`config.mk`:
```
export PLATFORM = sky130hd
export DESIGN_NAME = nonce_search_engine
export DESIGN_NICKNAME = d
export VERILOG_FILES = /design/src/rtl/nonce_search_engine.sv
export SDC_FILE = /design/constraint.sdc
export NUM_CORES = 2
export LEC_CHECK = 0
export ABC_AREA = 1
export BUFFER_PORTS_ARGS = -buffer_cell sky130_fd_sc_hd__buf_2
export CAP_MARGIN = 0
export CORE_AREA = 4 4 717 719
export DETAILED_ROUTE_END_ITERATION = 6
export DIE_AREA = 0 0 721 723
export GPL_ROUTABILITY_DRIVEN = 0
export GPL_TIMING_DRIVEN = 0
export HOLD_SLACK_MARGIN = 0.1
export PLACE_DENSITY = 0.37
export SLEW_MARGIN = 20
export SYNTH_ARGS = -nofsm -noshare
export SYNTH_HDL_FRONTEND = slang
export SYNTH_SLANG_ARGS = --single-unit
```
`constraint.sdc`:
```
create_clock -name CLK -period 88.8 [get_ports CLK]
set_input_delay 8.88 -clock CLK [delete_from_list [all_inputs] [get_ports CLK]]
set_output_delay 8.88 -clock CLK [all_outputs]
set_load 0.05 [all_outputs]
```
`src/rtl/nonce_search_engine.sv`:
```
// nonce_search_engine
//   Nonce-search controller for one processing element. Accepts an 80-byte
//   block header job, pads it into two 512-bit SHA256 blocks with the nonce
//   spliced into the low NONCE_W header bits, and drives an external SHA256
//   core through SHA256(SHA256(header||nonce)). The nonce is stepped by a
//   runtime stride until the digest has the requested number of leading zero
//   bits, the nonce range is used up, or the job is aborted.
//
//   Optional feature macro: NSE_HASH_CNT_EN
//     defined   : hash_cnt is a 64-bit saturating count of completed
//                 double-hash attempts, cleared when a job is accepted.
//     undefined : no counter; hash_cnt is tied to zero.
//
// Ports
//   CLK, nreset                 clock (rising edge), async active-low reset
//   job_valid / job_ready       job handshake; ready only while idle
//   job_header                  640-bit header (low NONCE_W bits replaced)
//   job_nonce_lo / job_nonce_hi first / last (inclusive) nonce of the range
//   job_stride                  nonce increment, 0 behaves as 1
//   job_zero_bits               required leading zero bits, clamped to 256
//   abort                       cancel the running job
//   sha_start / sha_msg /       one-cycle start pulse, message block and
//   sha_blk_type                block type (00 HASH, 10 HEADER) to the core
//   sha_hash / sha_blk_done     digest and completion pulse from the core
//   busy                        searching (not idle, no result pending)
//   result_valid/found/nonce/   result held until result_ack
//   result_hash, result_ack
//   hash_cnt                    completed attempts in the current job
module nonce_search_engine #(
  parameter int NONCE_W  = 32,
  parameter int STRIDE_W = 8,
  parameter int ZB_W     = 9
) (
  input  logic                CLK,
  input  logic                nreset,
  input  logic                job_valid,
  output logic                job_ready,
  input  logic [639:0]        job_header,
  input  logic [NONCE_W-1:0]  job_nonce_lo,
  input  logic [NONCE_W-1:0]  job_nonce_hi,
  input  logic [STRIDE_W-1:0] job_stride,
  input  logic [ZB_W-1:0]     job_zero_bits,
  input  logic                abort,
  output logic                sha_start,
  output logic [511:0]        sha_msg,
  output logic [1:0]          sha_blk_type,
  input  logic [255:0]        sha_hash,
  input  logic                sha_blk_done,
  output logic                busy,
  output logic                result_valid,
  output logic                result_found,
  output logic [NONCE_W-1:0]  result_nonce,
  output logic [255:0]        result_hash,
  input  logic                result_ack,
  output logic [63:0]         hash_cnt
);

  localparam logic [1:0] BT_HASH   = 2'b00;
  localparam logic [1:0] BT_HEADER = 2'b10;
  localparam logic [1:0] BT_IDLE   = 2'b11;

  typedef enum logic [3:0] {
    S_IDLE,
    S_PAD,
    S_BLK0,
    S_WAIT0,
    S_WAIT1,
    S_WAIT2,
    S_CHECK,
    S_DRAIN,
    S_RESULT
  } state_t;

  state_t state, state_next;

  // Job context and working buffers (datapath, not reset)
  logic [639:NONCE_W]  hdr_hi;
  logic [NONCE_W-1:0]  nonce;
  logic [NONCE_W-1:0]  nonce_hi;
  logic [STRIDE_W-1:0] stride;
  logic [8:0]          zero_bits;
  logic [1023:0]       msg_buf;
  logic [255:0]        digest;

  logic                accept;
  logic                start_next;
  logic                to_result;
  logic                res_found;
  logic                res_abort;
  logic [NONCE_W:0]    next_nonce;
  logic                exhausted;
  logic                hit;

  // The nonce field of the header is always overwritten.
  logic unused_hdr_nonce_bits;
  assign unused_hdr_nonce_bits = ^job_header[NONCE_W-1:0];

  function automatic logic [8:0] clamp_zero_bits(input logic [ZB_W-1:0] z);
    if (32'(z) > 32'd256) return 9'd256;
    return 9'(z);
  endfunction

  function automatic logic [STRIDE_W-1:0] fix_stride(input logic [STRIDE_W-1:0] s);
    return (s == '0) ? STRIDE_W'(1) : s;
  endfunction

  // Top zb bits of the digest must be zero; a shift of 256 yields an
  // all-ones mask, zb = 0 yields an empty mask (always a hit).
  function automatic logic leading_zeros_ok(input logic [255:0] d,
                                            input logic [8:0]   zb);
    logic [255:0] mask;
    mask = ~({256{1'b1}} >> zb);
    return (d & mask) == '0;
  endfunction

  // One extra bit catches wrap-around past the top of the nonce space.
  assign next_nonce = {1'b0, nonce} + (NONCE_W+1)'(stride);
  assign exhausted  = next_nonce[NONCE_W] | (next_nonce[NONCE_W-1:0] > nonce_hi);
  assign hit        = leading_zeros_ok(digest, zero_bits);

  assign job_ready  = (state == S_IDLE);
  assign busy       = (state != S_IDLE) && (state != S_RESULT);

  always_comb begin
    state_next = state;
    accept     = 1'b0;
    start_next = 1'b0;
    to_result  = 1'b0;
    res_found  = 1'b0;
    res_abort  = 1'b0;
    unique case (state)
      S_IDLE: begin
        if (job_valid) begin
          accept     = 1'b1;
          state_next = S_PAD;
        end
      end
      S_PAD, S_BLK0: begin
        if (abort) begin
          to_result  = 1'b1;
          res_abort  = 1'b1;
          state_next = S_RESULT;
        end else if (state == S_PAD) begin
          state_next = S_BLK0;
        end else begin
          start_next = 1'b1;
          state_next = S_WAIT0;
        end
      end
      S_WAIT0, S_WAIT1, S_WAIT2: begin
        if (abort) begin
          // A completion arriving with the abort leaves nothing to drain.
          if (sha_blk_done) begin
            to_result  = 1'b1;
            res_abort  = 1'b1;
            state_next = S_RESULT;
          end else begin
            state_next = S_DRAIN;
          end
        end else if (sha_blk_done) begin
          if (state == S_WAIT2) begin
            state_next = S_CHECK;
          end else begin
            start_next = 1'b1;
            state_next = (state == S_WAIT0) ? S_WAIT1 : S_WAIT2;
          end
        end
      end
      S_CHECK: begin
        if (hit) begin
          to_result  = 1'b1;
          res_found  = 1'b1;
          state_next = S_RESULT;
        end else if (abort || exhausted) begin
          to_result  = 1'b1;
          state_next = S_RESULT;
        end else begin
          state_next = S_PAD;
        end
      end
      S_DRAIN: begin
        if (sha_blk_done) begin
          to_result  = 1'b1;
          res_abort  = 1'b1;
          state_next = S_RESULT;
        end
      end
      S_RESULT: begin
        if (result_ack) state_next = S_IDLE;
      end
      default: state_next = S_IDLE;
    endcase
  end

  // Control and core-facing outputs
  always_ff @(posedge CLK or negedge nreset) begin
    if (!nreset) begin
      state        <= S_IDLE;
      sha_start    <= 1'b0;
      sha_msg      <= '0;
      sha_blk_type <= BT_IDLE;
      result_valid <= 1'b0;
      result_found <= 1'b0;
      result_nonce <= '0;
      result_hash  <= '0;
    end else begin
      state     <= state_next;
      sha_start <= start_next;
      if (state == S_PAD) sha_blk_type <= BT_HEADER;
      if (start_next) begin
        unique case (state)
          S_BLK0:  sha_msg <= msg_buf[1023:512];
          S_WAIT0: sha_msg <= msg_buf[511:0];
          S_WAIT1: begin
            sha_msg      <= {sha_hash, 1'b1, 191'd0, 64'h100};
            sha_blk_type <= BT_HASH;
          end
          default: sha_msg <= sha_msg;
        endcase
      end
      if (to_result) begin
        result_valid <= 1'b1;
        result_found <= res_found;
        result_nonce <= nonce;
        result_hash  <= res_abort ? '0 : digest;
      end else if (state == S_RESULT && result_ack) begin
        result_valid <= 1'b0;
      end
    end
  end

  // Job context, padded message and digest capture
  always_ff @(posedge CLK) begin
    if (accept) begin
      hdr_hi    <= job_header[639:NONCE_W];
      nonce     <= job_nonce_lo;
      nonce_hi  <= job_nonce_hi;
      stride    <= fix_stride(job_stride);
      zero_bits <= clamp_zero_bits(job_zero_bits);
    end else if (state == S_CHECK && state_next == S_PAD) begin
      nonce <= next_nonce[NONCE_W-1:0];
    end
    if (state == S_PAD) msg_buf <= {hdr_hi, nonce, 1'b1, 319'd0, 64'h280};
    if (state == S_WAIT2 && sha_blk_done) digest <= sha_hash;
  end

`ifdef NSE_HASH_CNT_EN
  function automatic logic [63:0] sat_inc64(input logic [63:0] c);
    return (&c) ? c : c + 64'd1;
  endfunction

  logic [63:0] hash_cnt_q;

  always_ff @(posedge CLK or negedge nreset) begin
    if (!nreset) begin
      hash_cnt_q <= '0;
    end else if (accept) begin
      hash_cnt_q <= '0;
    end else if (state == S_WAIT2 && sha_blk_done && !abort) begin
      hash_cnt_q <= sat_inc64(hash_cnt_q);
    end
  end

  assign hash_cnt = hash_cnt_q;
`else
  assign hash_cnt = 64'd0;
`endif

endmodule

```
Word-level counts from Yosys, hierarchy flattened
Index checks and enable logic that the tools add are counted.
Widths: inputs -> output; s select.
{ "totals": {"regBits": 2394, "in_bits": 983, "elab_cells": 90} }
{ "op_classes": {"add_sub_neg": 1, "order_cmp": 2, "n_eq_ne": 10, "shifts": 1, "n_mux": 43, "bitwise": 3, "n_reduce_logical": 15} }
{ "ops": {"columns": ["operator", "n"], "rows": [
  ["$pmux 512 s3", 1],
  ["$and 256x256->256", 1],
  ["$logic_not 256->1", 1],
  ["$mux 256", 1],
  ["$not 256->256", 1],
  ["$shr 256x9->256 const A", 1],
  ["$mux 32", 2],
  ["$mux 4", 9],
  ["$add 32x8->33", 1],
  ["$gt 32x32->1", 1],
  ["$pmux 4 s6", 1],
  ["$mux 1", 20],
  ["$mux 9", 2],
  ["$eq 4x3->1 const B", 4],
  ["$gt 9x9->1 const B", 1],
  ["$eq 4x1->1 const B", 2],
  ["$eq 4x2->1 const B", 2],
  ["$logic_not 8->1", 1],
  ["$mux 2", 4],
  ["$eq 4x4->1 const B", 1],
  ["$logic_and 1x1->1", 4],
  ["$logic_not 4->1", 1],
  ["$ne 4x4->1 const B", 1],
  ["$pmux 1 s4", 1],
  ["10 further kinds", 11]
]} }

Depth between registers and ports, before layout
{ "logic_depth": {"ltp_word": 11, "ltp_mapped": 34, "ltp_nobuf": 33} }

Worst setup path before layout
Ideal clock, no wire load.
{ "synth_path": {"path_type": "register to register", "from": "register state[0]", "to": "register result_hash[217]", "setup_time_ns": 0.120, "t_arrival_ns": 46.982, "setup_slack_ns": 41.698, "path_stages_with_launch": 10, "path_buffers": 2, "cell_sequence": "dfrtp_1 -> inv_1 -> nor3_1 -> nor2_1 -> nor2_1 -> a21oi_2 -> clkbuf_1 -> clkbuf_1 -> nand3_1 -> nand2_1"} }
{ "synth_via": {"elab_chain_cells": 4} }
{ "synth_lines": {"columns": ["element", "line", "text"], "rows": [
  ["start, declared", "74", "state_t state, state_next;"],
  ["start signal, assigned", "207", "state <= state_next;"],
  ["$eq 4x3->1, or another cell as far along", "131", "unique case (state)"],
  ["$reduce_or 3->1 or $reduce_or 2->1 (tied branches)", "131", null],
  ["$pmux 1 s3", "131", null],
  ["$mux 256", "225", "result_hash <= res_abort ? '0 : digest;"],
  ["end signal, assigned", "225", null],
  ["end, declared", "53", "output logic [255:0] result_hash,"]
]} }
Parallel ways exist; a longest one is shown, timed or not.
A chain may end at the register's enable or synchronous reset.

Final worst setup path
{ "layout_path": {"from": "input port job_valid", "to": "register hdr_hi[472] in the netlist's numbering, enable pin"} }
{ "layout_via": {"elab_chain_cells": 2} }
{ "layout_lines": {"columns": ["element", "line", "text"], "rows": [
  ["start, declared", "36", "input logic job_valid,"],
  ["$mux 1", "133", "if (job_valid) begin"],
  ["$mux 1", "131", null],
  ["net accept", "85", "logic accept;"],
  ["end signal, assigned", "235", "hdr_hi <= job_header[639:NONCE_W];"],
  ["end, declared", "77", "logic [639:NONCE_W] hdr_hi;"]
]} }
The timed path passes the listed nets, and every way through them passes these cells.

==> metrics.md <==
| Metric | Value |
|---|---|
| Status | `completed` |
| Critical R2R Capture | `nonce[6]$_DFFE_PP_` |
| Int Pwr | `2.62 mW` |
| Rel. slew slack | `20.8%` |
| DRT met1 WL | `183,000 um` |
| Pleak | `49.7 nW` |
| IO Count | `1,854` |
| Post-Syn Instances | `7,042` |
| Hold Path Class | `reg -> reg` |
| Row Count | `262` |
| Gates resized, CTS repair | `0` |
| TritonCTS clock tree | `done` |
| Max Cap Viol | `0` |
| Mapped cell area | `89,300 um^2` |
| First-pass GRT wire length | `682,000 um` |
| Crit. Startpoint | `job_valid` |
| Clk_lat worst skew | `0.96 ns` |
| Fillers | `54,500` |
| GRT Total Usage | `19.9%` |
| CP Capture Type | `flop` |
| Largest net degree at the start of global routing | `113` |
| Crit Path Category | `in -> reg` |
| CP arrival | `12.64 ns` |
| Mapped Avg Cell Area | `12.7 um^2` |
| Area occupied by multi-input gates | `18,600 um^2` |
| Critical Path End | `hdr_hi[472]$_DFFE_PP_` |
| Core ar. | `508,000 um^2` |
| Final Hold Fails | `0` |
| Routed WL | `538,000 um` |
| Sw Ratio | `42.9%` |
| Sequential cell area | `67,800 um^2` |
| Clk buf depth | `4` |
| CTS buffer count | `308` |
| DP Wirelength | `443,000 um` |
| Clock power share | `27.2%` |
| Distinct cells, synth | `43` |
| Drt pass-1 iters | `6` |
| Fin area | `119,000 um^2` |
| Met2 wire length | `281,000 um` |
| Worst vdd ir | `0.0237 mV` |
| Setup-failing EPs final | `0` |
| Flops & latches, synth | `2,394` |
| RSZ-0062 raised after global routing | `false` |
| Switch Pwr | `1.97 mW` |
| Clk sink count | `2,394` |
| Worst reg2reg startpoint | `nonce[0]$_DFFE_PP_` |
| Minimum clock period | `12.01 ns` |
| Slew @ Worst Pin | `1.18 ns` |
| Area grow syn2layout | `33.5%` |
| Die Ht | `723 um` |
| Post-Route Setup TNS | `0 ns` |
| Commonest cells after routing, fill and taps aside | `nand2_1 (2,009), buf_2 (1,804), edfxtp_1 (1,585)` |
| Max Freq | `83.3 MHz` |
| GR Overflow Total | `0` |
| Worst R2R Setup Slack | `81.23 ns` |
| Vias | `66,900` |
| Flop pwr share | `38.2%` |
| Routed WL per cell | `32.7 um` |
| Htree depth | `5` |
| # nets final | `10,300` |
| Initial core utilization | `17.6%` |
| Residual DRC count | `0` |
| Comb pwr share | `34.6%` |
| DR WL met3 | `43,400 um` |
| Commonest non-fill, non-tap cell in the layout | `nand2_1` |
| Yosys warning total | `0` |
| Worst r2r path cells | `29` |
| Tcrit/Tclk final | `13.5%` |
| Crit-path max FO | `45` |
| Initial antenna violation count | `320` |
| Hold Buf Count CTS | `0` |
| Vias in the first global route | `66,000` |
| IO Port Bufs | `1,756` |
| Via density | `4.07` |
| Root buffer cell | `clkbuf_16` |
| Layout cell share with drive strength beyond 1 | `26.7%` |
| Die W | `721 um` |
| Top sig layer | `met5` |
| Dpl cell area | `109,000 um^2` |
| Post-DRT Antenna Nets | `0` |
| Postcts setup bufs | `0` |
| CP startpoint kind | `input pin` |
| 1st-iter DRT viols | `5,329` |
| CTS clk-pin slew, worst paths | `0.06 ns` |
| Die area | `521,000 um^2` |
| Clock Skew | `0.0851 ns` |
| Critical Path RT | `89.43 ns` |
| Pwr/cell area | `38.5 nW/um^2` |
| Max-slew violation count | `0` |
| Seq/Total Area, Yosys | `76.0%` |
==> synthesized netlist by cell type, drive strengths merged <==
library cell	count	share of area (%)
nand2	2020	8.5
edfxtp	1585	53
dfrtp	807	23
nand3	658	3.7
nor2	475	2.0
clkbuf	313	1.3
nand4	288	2.0
inv	182	0.77
buf	164	1.3
o21ai	131	0.73
a31oi	129	0.90
a41oi	128	1.3
a21oi	44	0.25
ha	40	0.56
nor3	14	0.078
xor2	12	0.12
o211ai	9	0.076
nor4	8	0.056
xnor2	7	0.069
a21boi	4	0.034
a21o	3	0.025
clkinv	3	0.013
a211oi	2	0.017
a22oi	2	0.017
dfstp	2	0.059
nand3b	2	0.017
o21a	2	0.017
o21bai	2	0.017
or2	2	0.014
conb	1	0.0042
fa	1	0.022
o22ai	1	0.0070
or3	1	0.0070
==> power by group through the flow <==
stage	sequential, mW	combinational (mW)	clock [mW]
after detailed placement	1.78	1.63	0
after floorplan	2.44	0.463	0
after global routing	1.78	1.69	1.33
after global placement	2.32	1.56	0
final	1.75	1.59	1.25
after CTS	1.76	1.63	1.29
==> metrics by stage <==
stage                     hold slack [ns]  worst slack [ns]  cells  utilization, %  power (mW)
after floorplan                     0.400             41.70   7105               -        2.91
after global placement              0.400              3.24  15600            21.0        3.89
after detailed placement            0.405             75.61  15700            21.5        3.41
after CTS                           0.363             76.69  16300            23.4        4.68
after global routing                0.371             76.65  16400            23.4        4.81
final                               0.376             76.79  16400            23.5        4.59
==> critical path, stage by stage <==
cell	delay (ns)
buf_2	0.08
nand2_1	0.51
inv_2	0.36
clkbuf_4	0.33
buf_16	0.26
buf_12	0.23
buf_16	0.26
buf_16	0.25
buf_12	0.25
buf_16	0.28
buf_16	0.26
buf_16	0.28
==> sequential cells by signal (all words and copies together) (netlist names), 9 cells and up <==
name          flops
digest          256
zero_bits         9
nonce_hi         32
hdr_hi          608
msg_buf         640
sha_msg         512
result_nonce     32
result_hash     256
nonce            32
==> layer usage <==
layer	vias up	track usage, %
li1	29400	-
met1	33300	20.3
met2	2841	36.9
met3	1136	6.36
met4	178	8.68
met5	-	0
==> worst min path at each step <==
| stage | end | depth (start not counted) | startpoint |
|---|---|---|---|
| 2_1_floorplan | msg_buf[1000]$_DFFE_PP_ | 0 | hdr_hi[616]$_DFFE_PP_ |
| 3_3_place_gp | msg_buf[672]$_DFFE_PP_ | 0 | hdr_hi[288]$_DFFE_PP_ |
| 3_5_place_dp | msg_buf[1010]$_DFFE_PP_ | 0 | hdr_hi[626]$_DFFE_PP_ |
| 4_1_cts | msg_buf[965]$_DFFE_PP_ | 0 | hdr_hi[581]$_DFFE_PP_ |
| 5_1_grt | msg_buf[440]$_DFFE_PP_ | 0 | hdr_hi[56]$_DFFE_PP_ |
| 6_report | msg_buf[795]$_DFFE_PP_ | 0 | hdr_hi[411]$_DFFE_PP_ |
==> cell families after synthesis <==
group | count (synthesis) | synth area share (%)
and+or+nand+nor | 3468 | 16.4
adders and majority gates | 41 | 0.583
AOI/OAI and AO/OA | 457 | 3.35
xor gates and xnor gates | 19 | 0.186
other | 1 | 0.00420
buffers and inverters | 662 | 3.43
DFF | 2394 | 76.0
==> area by class of cell <==
class | count | share of cell area, %
Inverter | 185 | 0.583
Clock buffer | 431 | 7.17
Sequential cell | 2394 | 56.9
Buffer | 477 | 2.02
Multi-Input combinational cell | 4049 | 15.6
Tap cell | 6732 | 7.07
Antenna cell | 132 | 0.277
Timing Repair Buffer | 1905 | 9.17
Clock inverter | 143 | 1.14
(Power assumes the default switching activity.)
